### src/rtl/freq_lock_detector_if.sv
// Bus between the clock monitor side and the lock detector.
// master drives the frequency word and clear; slave publishes status.
interface freq_lock_detector_if;
    logic [31:0] count;
    logic        clear_stats;
    logic [31:0] freq;
    logic [31:0] freq_min;
    logic [31:0] freq_max;
    logic        stats_valid;
    logic        sample_valid;
    logic        locked;
    logic        lost;
    logic [1:0]  state;

    modport master (
        output count, clear_stats,
        input  freq, freq_min, freq_max, stats_valid,
        input  sample_valid, locked, lost, state
    );

    modport slave (
        input  count, clear_stats,
        output freq, freq_min, freq_max, stats_valid,
        output sample_valid, locked, lost, state
    );
endinterface

### src/rtl/freq_lock_detector.sv
// Samples the monitor's kHz word once per gate window, keeps min/max
// statistics and tracks lock of the measured clock.
module freq_lock_detector #(
    parameter int WINDOW     = 200000,
    parameter int TOLERANCE  = 2,
    parameter int LOCK_COUNT = 4
) (
    input logic                 clk,
    input logic                 rst,
    freq_lock_detector_if.slave bus
);
    typedef enum logic [1:0] {
        NOCLK   = 2'd0,
        ACQUIRE = 2'd1,
        LOCKED  = 2'd2
    } state_e;

    localparam logic [31:0] WIN_LAST = 32'(WINDOW - 1);
    localparam logic [31:0] TOL      = 32'(TOLERANCE);
    localparam logic [3:0]  LOCK_N   = 4'(LOCK_COUNT);

    state_e      state_q, state_n;
    logic [31:0] win_ctr;
    logic [31:0] s;
    logic        cap_v;
    logic [31:0] ref_q, ref_n;
    logic [3:0]  cnt_q, cnt_n;
    logic        lost_n;
    logic [31:0] dev;
    logic        in_tol;
    logic [3:0]  cnt_inc;

    assign dev     = (s >= ref_q) ? (s - ref_q) : (ref_q - s);
    assign in_tol  = (dev <= TOL);
    assign cnt_inc = cnt_q + 4'd1;

    // Capture stage: s and cap_v feed the publishing edge one cycle later.
    always_ff @(posedge clk) begin
        if (!rst) begin
            win_ctr <= '0;
            s       <= '0;
            cap_v   <= 1'b0;
        end else begin
            cap_v <= (win_ctr == WIN_LAST);
            if (win_ctr == WIN_LAST) begin
                win_ctr <= '0;
                s       <= bus.count;
            end else begin
                win_ctr <= win_ctr + 32'd1;
            end
        end
    end

    always_ff @(posedge clk) begin
        if (!rst) begin
            state_q <= NOCLK;
            ref_q   <= '0;
            cnt_q   <= '0;
        end else begin
            state_q <= state_n;
            ref_q   <= ref_n;
            cnt_q   <= cnt_n;
        end
    end

    always_comb begin
        state_n = state_q;
        ref_n   = ref_q;
        cnt_n   = cnt_q;
        lost_n  = 1'b0;
        if (cap_v) begin
            unique case (state_q)
                NOCLK: begin
                    if (s != '0) begin
                        state_n = ACQUIRE;
                        ref_n   = s;
                        cnt_n   = 4'd1;
                    end
                end
                ACQUIRE: begin
                    if (s == '0) begin
                        state_n = NOCLK;
                        cnt_n   = '0;
                    end else if (in_tol) begin
                        cnt_n = cnt_inc;
                        if (cnt_inc == LOCK_N) state_n = LOCKED;
                    end else begin
                        ref_n = s;
                        cnt_n = 4'd1;
                    end
                end
                LOCKED: begin
                    if (s == '0) begin
                        state_n = NOCLK;
                        cnt_n   = '0;
                        lost_n  = 1'b1;
                    end else if (!in_tol) begin
                        state_n = ACQUIRE;
                        ref_n   = s;
                        cnt_n   = 4'd1;
                        lost_n  = 1'b1;
                    end
                end
                default: begin
                    state_n = NOCLK;
                    cnt_n   = '0;
                end
            endcase
        end
    end

    // Clear is applied before a coincident sample so the sample reseeds.
    logic        base_v;
    logic [31:0] base_min, base_max;
    assign base_v   = bus.clear_stats ? 1'b0 : bus.stats_valid;
    assign base_min = bus.clear_stats ? '0 : bus.freq_min;
    assign base_max = bus.clear_stats ? '0 : bus.freq_max;

    always_ff @(posedge clk) begin
        if (!rst) begin
            bus.freq         <= '0;
            bus.sample_valid <= 1'b0;
            bus.lost         <= 1'b0;
            bus.freq_min     <= '0;
            bus.freq_max     <= '0;
            bus.stats_valid  <= 1'b0;
        end else begin
            bus.sample_valid <= cap_v;
            bus.lost         <= lost_n;
            if (cap_v) bus.freq <= s;
            bus.stats_valid <= base_v;
            bus.freq_min    <= base_min;
            bus.freq_max    <= base_max;
            if (cap_v && s != '0) begin
                bus.stats_valid <= 1'b1;
                if (!base_v) begin
                    bus.freq_min <= s;
                    bus.freq_max <= s;
                end else begin
                    if (s < base_min) bus.freq_min <= s;
                    if (s > base_max) bus.freq_max <= s;
                end
            end
        end
    end

    assign bus.locked = (state_q == LOCKED);
    assign bus.state  = state_q;
endmodule
### src/flat_wrapper.sv
// flat-port wrapper written by rule: the top's interface ports become plain ports
module freq_lock_detector_flat 
#(
    parameter int WINDOW     = 200000,
    parameter int TOLERANCE  = 2,
    parameter int LOCK_COUNT = 4
)
  (clk, rst, bus_count, bus_clear_stats, bus_freq, bus_freq_min, bus_freq_max, bus_stats_valid, bus_sample_valid, bus_locked, bus_lost, bus_state);
  freq_lock_detector_if bus_i ();
  input logic clk;
  input logic rst;
  input wire logic [$bits(bus_i.count)-1:0] bus_count;
  input wire logic [$bits(bus_i.clear_stats)-1:0] bus_clear_stats;
  output wire logic [$bits(bus_i.freq)-1:0] bus_freq;
  output wire logic [$bits(bus_i.freq_min)-1:0] bus_freq_min;
  output wire logic [$bits(bus_i.freq_max)-1:0] bus_freq_max;
  output wire logic [$bits(bus_i.stats_valid)-1:0] bus_stats_valid;
  output wire logic [$bits(bus_i.sample_valid)-1:0] bus_sample_valid;
  output wire logic [$bits(bus_i.locked)-1:0] bus_locked;
  output wire logic [$bits(bus_i.lost)-1:0] bus_lost;
  output wire logic [$bits(bus_i.state)-1:0] bus_state;
  assign bus_i.count = bus_count;
  assign bus_i.clear_stats = bus_clear_stats;
  assign bus_freq = bus_i.freq;
  assign bus_freq_min = bus_i.freq_min;
  assign bus_freq_max = bus_i.freq_max;
  assign bus_stats_valid = bus_i.stats_valid;
  assign bus_sample_valid = bus_i.sample_valid;
  assign bus_locked = bus_i.locked;
  assign bus_lost = bus_i.lost;
  assign bus_state = bus_i.state;
  freq_lock_detector #(.WINDOW(WINDOW), .TOLERANCE(TOLERANCE), .LOCK_COUNT(LOCK_COUNT)) u_core (.clk(clk), .rst(rst), .bus(bus_i));
endmodule
### config.mk
export PLATFORM = sky130hd
export DESIGN_NAME = freq_lock_detector_flat
export DESIGN_NICKNAME = d
export VERILOG_FILES = /design/src/rtl/freq_lock_detector_if.sv /design/src/rtl/freq_lock_detector.sv /design/src/flat_wrapper.sv
export SDC_FILE = /design/constraint.sdc
export NUM_CORES = 1
export LEC_CHECK = 0
export BUFFER_PORTS_ARGS = -buffer_cell sky130_fd_sc_hd__buf_2
export CAP_MARGIN = 20
export CORE_ASPECT_RATIO = 1.4
export CORE_MARGIN = 3
export CORE_UTILIZATION = 40
export DETAILED_ROUTE_END_ITERATION = 16
export GPL_ROUTABILITY_DRIVEN = 1
export PLACE_DENSITY = 0.63
export REMOVE_ABC_BUFFERS = 1
export SETUP_SLACK_MARGIN = 0.15
export SLEW_MARGIN = 40
export SYNTH_ARGS = -nofsm -noshare
export SYNTH_HDL_FRONTEND = slang
export SYNTH_SLANG_ARGS = --single-unit
### constraint.sdc
create_clock -name clk -period 12.6 [get_ports clk]
set_clock_uncertainty 0.2 [all_clocks]
set_input_delay 3.78 -clock clk [delete_from_list [all_inputs] [get_ports clk]]
set_output_delay 3.78 -clock clk [all_outputs]
set_load 0.005 [all_outputs]
==> qor.yml <==
cts_root_buf: "clkbuf_16"
drc_errors: 0
die_w_um: 165
dr.max_layer_used: "met4"
worstPathRequired_ns: 12.86
max-cap-violations: 0
hold_ws_ns: 0.263
grt_overflow: 0
area_growth_syn_to_layout_pct: 12.0
yosysSeqAreaShare_pct: 28.5
num_vias: 13143
rows: 80
syn_inst: 1766
diodes: 0
multi_input_area_um2: 9430
hold_path_depth: 1
wl_met1_um: 18600
first_iter_violations: 681
cp-end-kind: "register"
drive_gt1_share_pct: 11.4
finalSetupViolCount: 0
cpPeakStageDelay_ns: 0.57
cp_max_fo: 47
detail-route-antenna-nets: 0
synth_commonest_cells: "nand2_1 (276), dfxtp_1 (202), ha_1 (133)"
hpwl_um: 34400
synth_ff_type: "dfxtp_1"
route.met3.wl_um: 2470
crit_type: "input port to register"
ys_types: 83
detail_route.wl_per_cell_um: 19.6
fin_crit_sh_pct: 63.7
wirelength_um: 45300
core_area_um2: 34500
synth_edf_count: 0
final_nets: 2016
critPathLaunchType: "input port"
grt_max_degree: 96
finalMaxSlewViolations: 0
cts_buffer_depth: 3
yosys.cell_count.top_type: "nand2_1"
async_flop_share_pct: 0
rsz0062_at_grt: "no"
crit_path_top_delay_cell: "buf_4"
hold_buffers: 0
final_cells: 2312
first_global_vias: 13051
synth_top_area_cell: "dfxtp_1"
cp_common_cell: "a21o_1"
cts_resized: 0
worstSkewPairLatency_ns: 0.52
peakVddDrop_mv: 0.120
yosys.area.top_type_share_pct: 28.5
cts_setup_buffers: 0
fillers: 3526
max_freq_ghz: 0.125
pre_cts_ws_ns: 4.13
arrival_ns: 8.29
port_buffers: 136
synth-seq-cells: 202
path_cells: "buf_2 -> inv_2 -> buf_4 -> nand2_1 -> ha_1 -> a21o_1 -> a21o_1 -> a21o_1 -> a21oi_1 -> nor2_1 -> a211oi_1 -> o211ai_1 -> o221ai_1 -> a31oi_1 -> o21ai_4 -> buf_4 -> mux2i_1 -> and2_1"
grt_pass1_wl_um: 71600
status: "completed"
cts.sinks: 202
critPathBufInv: 4
netlist_area_um2: 14200
die_h_um: 229
power.density_nw_per_um2: 83.3
initial_utilization_pct: 41.0
cp_top_family: "buffers and inverters"
io_pins: 137
crit_cells: 18
cts_tree: "yes"
tightest_slew_ns: 0.869
met2_length_um: 22700
period_minus_slack_ns: 8.03
numCtsBuffers: 22
tns_ns: 0
avgSynthCellArea_um2: 8.02
ff2ff_path_depth: 11
path_clk_slew_ns: 0.06
via_per_inst: 5.68
finalWorstSetupSlack_ns: 4.57
htreeDepth: 1
finalWeightedCongestion: 0.933
p_leak_nw: 7.04
regArea_um2: 4050
antenna_found_initial: 0
hold_violations: 0
ys_warn_count: 0
synthTopCellsByArea: "dfxtp_1 (29%), ha_1 (12%), mux2i_1 (9.3%)"
dieArea_um2: 37700
dr.pass1.iters: 7
grt_usage_pct: 23.6
maxSlewHeadroom_pct: 42.1
dp_cells: 2273
hp-class: "register to register"
report_power, final:
| part | switching [mW] | internal (mW) | leakage [nW] |
|---|---|---|---|
| clock | 0.268 | 0.386 | 0.357 |
| sequential | 0.000761 | 0.639 | 1.63 |
| combinational | 0.0185 | 0.00936 | 5.06 |
| total | 0.288 | 1.03 | 7.04 |
final timing paths:
kind,from,to,slack [ns]
min reg2reg,u_core.win_ctr[0],u_core.win_ctr[0],0.26
max,bus_clear_stats,u_core.bus.freq_max[27],4.57
max reg2reg,u_core.s[19],u_core.ref_q[5],6.50
min,u_core.win_ctr[0],u_core.win_ctr[0],0.26
layout make-up:
cell class                      count  share of cell area, %
Clock buffer                       31                   3.94
Multi-Input combinational cell   1386                   59.4
Inverter                           86                   2.03
Sequential cell                   202                   25.5
Tap cell                          451                   3.56
Timing Repair Buffer              148                   4.98
Clock inverter                      8                  0.568
metal layers:
layer	GRT usage, %	up-vias
met5	0	-
met4	7.82	0
met3	3.72	79
met2	42.0	308
met1	28.6	6323
li1	-	6433
worst register-to-register path: cells and delay by family, from the launching register on:
family,cells,cell delay (ns)
AO/OA/AOI/OAI,6,3.04
multiplexers,1,0.35
adder cells (fa/ha/maj),1,0.51
flip-flops,1,0.51
AND/OR/NAND/NOR,3,1.42
stage by stage:
step / cell area (um^2) / util, % / power (mW)
2_1_floorplan: 13700 / - / 0.663
3_3_place_gp: 15100 / 43.7 / 0.681
3_5_place_dp: 15100 / 43.9 / 0.682
4_1_cts: 15900 / 45.9 / 1.34
5_1_grt: 15900 / 45.9 / 1.36
6_report: 15900 / 45.9 / 1.32
registers in the layout (all words and copies together), names as in the netlist:
| register | cells |
|---|---|
| u_core.bus.freq | 32 |
| u_core.ref_q | 32 |
| u_core.cap_v | 1 |
| u_core.bus.freq_min | 32 |
| u_core.bus.state | 2 |
| u_core.bus.freq_max | 32 |
| u_core.win_ctr | 32 |
| u_core.bus.stats_valid | 1 |
| u_core.bus.lost | 1 |
| u_core.bus.sample_valid | 1 |
| u_core.cnt_q | 4 |
| u_core.s | 32 |
placed cells by master (no fill, tap or decap), types with 23 or more instances in the layout:
cell type | Yosys | final
and2_1 | 49 | 49
dfxtp_1 | 202 | 201
a21oi_1 | 105 | 105
o21ai_0 | 79 | 78
a21boi_0 | 42 | 41
inv_1 | 86 | 85
mux2i_1 | 131 | 131
a21o_1 | 36 | 36
o21a_1 | 25 | 25
nor2b_1 | 49 | 49
ha_1 | 133 | 133
nor2_1 | 88 | 88
nand3_1 | 52 | 52
clkbuf_16 | 0 | 23
nand2_1 | 276 | 275
buf_2 | 7 | 135
nand4_1 | 40 | 40
nor3_1 | 28 | 28
logic make-up after synthesis:
| family | synth area share (%) |
|---|---|
| multiplexers | 9.42 |
| AO/OA/AOI/OAI | 18.6 |
| adder cells (fa/ha/maj) | 12.0 |
| AND/OR/NAND/NOR | 23.7 |
| XOR/XNOR | 2.47 |
| flip-flops | 28.5 |
| buffers and inverters | 5.28 |
No activity file was read; power rests on OpenSTA's default activity.
